`src/rtl/xentry_pkg.sv`:
```
// Shared memory-subsystem types.
// memory_operation_e : request type the L1 caches drive toward L2
// arb_state_e        : ownership state of the L2 request port
// requester_e        : identifies an L1 requester (used for round-robin)
package xentry_pkg;

    typedef enum logic {
        LOAD  = 1'b0,
        STORE = 1'b1
    } memory_operation_e;

    typedef enum logic [1:0] {
        ARB_IDLE = 2'd0,
        ARB_IC   = 2'd1,
        ARB_DC   = 2'd2
    } arb_state_e;

    typedef enum logic {
        REQ_IC = 1'b0,
        REQ_DC = 1'b1
    } requester_e;

endpackage

```
`src/rtl/l2_arbiter_sat_counter.sv`:
```
// Saturating up-counter.
// clk   : clock
// reset : synchronous active-high clear
// inc   : count one event this cycle
// count : current value, sticks at all-ones
module sat_counter #(
    parameter int WIDTH = 16
) (
    input  logic             clk,
    input  logic             reset,
    input  logic             inc,
    output logic [WIDTH-1:0] count
);

    logic [WIDTH-1:0] r_count;
    logic             w_at_max;

    assign w_at_max = (r_count == {WIDTH{1'b1}});

    always_ff @(posedge clk) begin
        if (reset) begin
            r_count <= '0;
        end else if (inc && !w_at_max) begin
            r_count <= r_count + {{(WIDTH-1){1'b0}}, 1'b1};
        end
    end

    assign count = r_count;

endmodule

```
`src/rtl/l2_arbiter.sv`:
```
// Two-way arbiter for the single L2 request port (icache vs dcache).
// A grant is held for as long as the owner keeps its req_valid high, so the
// words of a line fill or write-back never interleave with the other cache.
//
// clk, reset                 : clock, synchronous active-high reset
// ic_req_* / dc_req_*        : L1 request (address, type, valid, store word)
// ic_/dc_fetched_word(_valid): L2 response routed back to the owner only
// l2_req_*                   : muxed request toward L2
// l2_fetched_word(_valid)    : L2 response
// ic_/dc_grant_count         : saturating number of grants issued
//
// state    | meaning
// ARB_IDLE | no owner; L2 request driven inactive
// ARB_IC   | icache owns the L2 port
// ARB_DC   | dcache owns the L2 port
module l2_arbiter
    import xentry_pkg::*;
#(
    parameter int   XLEN           = 32,
    parameter int   CNT_WIDTH      = 16,
    parameter logic FIRST_PRIORITY = 1'b1
) (
    input  logic                 clk,
    input  logic                 reset,

    input  logic [XLEN-1:0]      ic_req_address,
    input  memory_operation_e    ic_req_type,
    input  logic                 ic_req_valid,
    input  logic [XLEN-1:0]      ic_word_to_store,
    output logic [XLEN-1:0]      ic_fetched_word,
    output logic                 ic_fetched_word_valid,

    input  logic [XLEN-1:0]      dc_req_address,
    input  memory_operation_e    dc_req_type,
    input  logic                 dc_req_valid,
    input  logic [XLEN-1:0]      dc_word_to_store,
    output logic [XLEN-1:0]      dc_fetched_word,
    output logic                 dc_fetched_word_valid,

    output logic [XLEN-1:0]      l2_req_address,
    output memory_operation_e    l2_req_type,
    output logic                 l2_req_valid,
    output logic [XLEN-1:0]      l2_word_to_store,
    input  logic [XLEN-1:0]      l2_fetched_word,
    input  logic                 l2_fetched_word_valid,

    output logic [CNT_WIDTH-1:0] ic_grant_count,
    output logic [CNT_WIDTH-1:0] dc_grant_count
);

    // "Last granted" starts as the requester that should lose the first tie.
    localparam requester_e LAST_AFTER_RESET = FIRST_PRIORITY ? REQ_IC : REQ_DC;

    arb_state_e r_state;
    arb_state_e w_next_state;
    requester_e r_last;
    logic       w_enter_ic;
    logic       w_enter_dc;

    always_ff @(posedge clk) begin
        if (reset) begin
            r_state <= ARB_IDLE;
            r_last  <= LAST_AFTER_RESET;
        end else begin
            r_state <= w_next_state;
            if (w_enter_ic) begin
                r_last <= REQ_IC;
            end else if (w_enter_dc) begin
                r_last <= REQ_DC;
            end
        end
    end

    always_comb begin
        w_next_state     = r_state;
        l2_req_valid     = 1'b0;
        l2_req_type      = LOAD;
        l2_req_address   = '0;
        l2_word_to_store = '0;
        case (r_state)
            ARB_IDLE: begin
                if (ic_req_valid && dc_req_valid) begin
                    w_next_state = (r_last == REQ_DC) ? ARB_IC : ARB_DC;
                end else if (ic_req_valid) begin
                    w_next_state = ARB_IC;
                end else if (dc_req_valid) begin
                    w_next_state = ARB_DC;
                end
            end
            ARB_IC: begin
                // Dropping valid releases the port; hand over straight away.
                if (!ic_req_valid) begin
                    w_next_state = dc_req_valid ? ARB_DC : ARB_IDLE;
                end
                l2_req_valid     = ic_req_valid;
                l2_req_type      = ic_req_type;
                l2_req_address   = ic_req_address;
                l2_word_to_store = ic_word_to_store;
            end
            ARB_DC: begin
                if (!dc_req_valid) begin
                    w_next_state = ic_req_valid ? ARB_IC : ARB_IDLE;
                end
                l2_req_valid     = dc_req_valid;
                l2_req_type      = dc_req_type;
                l2_req_address   = dc_req_address;
                l2_word_to_store = dc_word_to_store;
            end
            default: begin
                w_next_state = ARB_IDLE;
            end
        endcase
    end

    assign w_enter_ic = (w_next_state == ARB_IC) && (r_state != ARB_IC);
    assign w_enter_dc = (w_next_state == ARB_DC) && (r_state != ARB_DC);

    assign ic_fetched_word       = l2_fetched_word;
    assign dc_fetched_word       = l2_fetched_word;
    assign ic_fetched_word_valid = l2_fetched_word_valid && (r_state == ARB_IC);
    assign dc_fetched_word_valid = l2_fetched_word_valid && (r_state == ARB_DC);

    sat_counter #(.WIDTH(CNT_WIDTH)) u_ic_cnt (
        .clk   (clk),
        .reset (reset),
        .inc   (w_enter_ic),
        .count (ic_grant_count)
    );

    sat_counter #(.WIDTH(CNT_WIDTH)) u_dc_cnt (
        .clk   (clk),
        .reset (reset),
        .inc   (w_enter_dc),
        .count (dc_grant_count)
    );

endmodule

```
`config.mk`:
```
export PLATFORM = sky130hd
export DESIGN_NAME = l2_arbiter
export DESIGN_NICKNAME = d
export VERILOG_FILES = /design/src/rtl/xentry_pkg.sv /design/src/rtl/l2_arbiter_sat_counter.sv /design/src/rtl/l2_arbiter.sv
export SDC_FILE = /design/constraint.sdc
export NUM_CORES = 1
export LEC_CHECK = 0
export CELL_PAD_IN_SITES_DETAIL_PLACEMENT = 2
export CELL_PAD_IN_SITES_GLOBAL_PLACEMENT = 2
export CORE_MARGIN = 5
export CORE_UTILIZATION = 15
export DETAILED_ROUTE_END_ITERATION = 6
export PLACE_DENSITY_LB_ADDON = 0.15
export SLEW_MARGIN = 5
export SYNTH_ARGS = -nofsm -noshare
export SYNTH_HDL_FRONTEND = slang
export SYNTH_HIERARCHICAL = 1
export SYNTH_SLANG_ARGS = --single-unit
```
`constraint.sdc`:
```
create_clock -name clk -period 3.1 [get_ports clk]
set_input_delay 0.465 -clock clk [delete_from_list [all_inputs] [get_ports clk]]
set_output_delay 0.465 -clock clk [all_outputs]
set_load 0.005 [all_outputs]
```
==> flow_metrics.py <==
metrics = {
    "run_status": {
        "status": "complete, no violations",
    },
    "detailed_routing": {
        "viasPerCell": 4.265,
        "drt_iter0_drc": 90,
        "route.detailed.drc": 0,
        "final_antenna_net_count": 0,
        "drt-pass1-iter-count": 4,
        "post_drt_wl_per_cell_um": 18.26,
        "vias": 3924,
        "wl_um": 16800,
    },
    "hold_path": {
        "hold_end": "r_last",
        "holdPathStages": 2,
        "min_path_type": "flip-flop to flip-flop",
        "min_from": "r_last",
    },
    "layout": {
        "final_util_pct": 25.74,
        "fillers": 2594,
        "stdcell_count": 920,
        "syn_to_final_growth_pct": 67.90,
        "fin_nets": 780,
        "diodes": 0,
        "drive_above_1_share_pct": 7.743,
        "fin_area_mm2": 0.005863,
    },
    "die": {
        "ios": 331,
        "core-area_mm2": 0.02278,
        "die_w_um": 162.6,
        "initial_core_util_pct": 15.33,
        "die-area_mm2": 0.02643,
        "row_count": 55,
        "fp.dieH_um": 162.6,
    },
    "synthesis": {
        "synth_area_per_cell_um2": 7.901,
        "ys_seq_area_share_pct": 20.06,
        "ys_ff_latch": 35,
        "synth_area_leaders": "dfxtp_1, buf_4, a22oi_1",
        "synth_largest_area_cell": "dfxtp_1",
        "syn-num-nets": 615,
        "syn_area_mm2": 0.003492,
        "yosysUniqueCellTypes": 50,
        "synth_ff_type": "dfxtp_1",
        "synth_top_area_share_pct": 20.06,
        "synth_edf_count": 0,
        "syn_inst": 442,
        "yosys-top-cells-count": "nor2b_1, buf_4, a22oi_1",
        "async_reset_ff_share_pct": 0,
        "yosysMostFrequentCell": "nor2b_1",
        "synth_warnings": 6,
    },
    "timing": {
        "finClkSkew_ns": 0.006556,
        "final.period_utilization_pct": 93.82,
        "worst_slew_pin_slew_ns": 0.8290,
        "finalCriticalPeriod_ns": 2.909,
        "slew_viol_final": 0,
        "fmax_ghz": 0.3438,
        "rsz0062_at_grt": "false",
        "postLayoutSetupSlackWorst_ns": 0.1915,
        "finalSetupViolCount": 0,
        "slew_headroom_pct": 44.23,
        "final_hold_viol_count": 0,
    },
    "placed_design": {
        "dpl_cell_area_mm2": 0.005707,
        "io_buffers": 234,
        "pre_cts_ws_ns": -0.04563,
        "dp_hpwl_um": 13330,
        "dp.cells": 913,
        "gp_congestion": 0.7816,
    },
    "grt": {
        "grt.overflow.total": 0,
        "grt_max_degree": 67,
        "grt_pass1_vias": 4378,
        "grt_usage_pct": 12.07,
        "grt_first_pass_wirelength_um": 25610,
        "antenna_found_initial": 0,
    },
    "critical_path": {
        "cp.required_ns": 2.63,
        "r2r_slack_ns": 0.26,
        "crit_fanout": 66,
        "rr_worst_depth": 11,
        "worstReg2RegEnd": "u_dc_cnt/count[9]",
        "crit_path_end_kind": "primary output",
        "critPathArrivalTime_ns": 2.44,
        "cp-start-kind": "flip-flop",
        "crit-reg2reg-launch": "r_state[0]",
        "timing_worst_setup_path_type": "flip-flop to primary output",
    },
    "cts": {
        "holdBufCountCts": 0,
        "clock-sinks": 35,
        "clk_pin_slew_worst_paths_ns": 0.06,
        "cts_buffer_depth": 2,
        "cts_setup_buffers": 0,
        "root_buffer": "clkbuf_16",
        "cts_tree": "built",
        "cts_buffers": 5,
        "clk_latency_ns": 0.29,
        "cts-htree-levels": 2,
    },
    "pwr": {
        "p_per_area_mw_per_mm2": 332.0,
        "total_power_uw": 1947,
        "peakVddDrop_v": 0.0001399,
        "power.leakage_uw": 0.001831,
    },
    "run": {
        "maxCapViolCount": 0,
    },
}
cell type report:
type	count	area [um2]	share of cell area (%)
Inverter	9	33.78	0.5762
Clock inverter	1	5.005	0.08536
Sequential cell	35	703.2	11.99
Timing Repair Buffer	251	2492	42.51
Tap cell	313	391.6	6.679
Multi-Input combinational cell	305	2098	35.79
Clock buffer	6	138.9	2.369
logic make-up after synthesis:
group                      after synthesis  share of synthesized area [%]
DFF                                     35                          20.06
AOI/OAI and AO/OA                      110                          23.93
adders and majority gates                6                          2.150
buffers and inverters                  102                          19.99
muxes                                    9                          2.759
xor gates and xnor gates                 6                          1.505
and+or+nand+nor                        174                          29.59
critical path, cell delays in order (launching register included):
cell and delay, ns:
dfxtp_2 0.35, inv_1 0.10, ha_2 0.30, clkbuf_8 0.46, a22oi_1 0.19, nor2b_1 0.18, clkdlybuf4s50_1 0.54
cell usage in the layout, fill, tap and decap left out, types with 4 or more instances in the layout:
cell and instances:
nand3_1 14, xnor2_1 4, or4_1 6, inv_1 8, clkdlybuf4s50_1 234, a21oi_1 12, nand2_1 19, nor3_1 8
buf_4 14, nand4_1 8, o21ai_0 4, a22oi_1 65, o31ai_1 8, dfxtp_1 33, ha_1 4, clkbuf_16 5
mux2_2 4, or3_1 4, nor2_1 20, nor2b_1 70, nor4_1 6, mux2i_1 4, and4_1 6
power by group:
group | switching [uW] | total [uW] | internal [uW]
logic | 397 | 933 | 536
registers | 27.6 | 497 | 470
clock network | 202 | 516 | 314
total | 627 | 1950 | 1320
metrics by stage:
stage / hold WS [ns] / TNS, ns
after global placement: 0.4882 / 0
after CTS: 0.5031 / 0
after detailed placement: 0.4951 / -0.07380
final: 0.4928 / 0
after global routing: 0.5229 / 0
after floorplan: 0.4499 / 0
worst max-delay path by stage:
stage | end | slack (ns) | startpoint
after floorplan | u_ic_cnt/count[15] | 0.25 | r_state[0]
after global placement | u_dc_cnt/count[9] | 0.008 | dc_req_valid
after detailed placement | u_ic_cnt/count[15] | -0.05 | dc_req_valid
after CTS | l2_word_to_store[19] | 0.07 | r_state[1]
after global routing | u_dc_cnt/count[9] | 0.04 | dc_req_valid
final | l2_word_to_store[23] | 0.19 | r_state[0]
routing by layer:
metal | vias up | GRT usage [%] | part of all wire [%]
li1 | 1875 | - | -
met1 | 1888 | 13.18 | 37
met2 | 132 | 22.57 | 54
met3 | 29 | 3.645 | 7.2
met4 | 0 | 3.279 | 1.9
met5 | - | 0 | 0
flip-flops by register name, summed over array words and instances, names as in the netlist:
| signal | flops |
|---|---|
| u_ic_cnt/count | 16 |
| r_last | 1 |
| u_dc_cnt/count | 16 |
| r_state | 2 |
repair_timing:
item	CTS	global route
gates cloned	0	0
setup endpoints to repair	60	19
gates resized for setup	2	3
No activity file was read; power rests on OpenSTA's default activity.
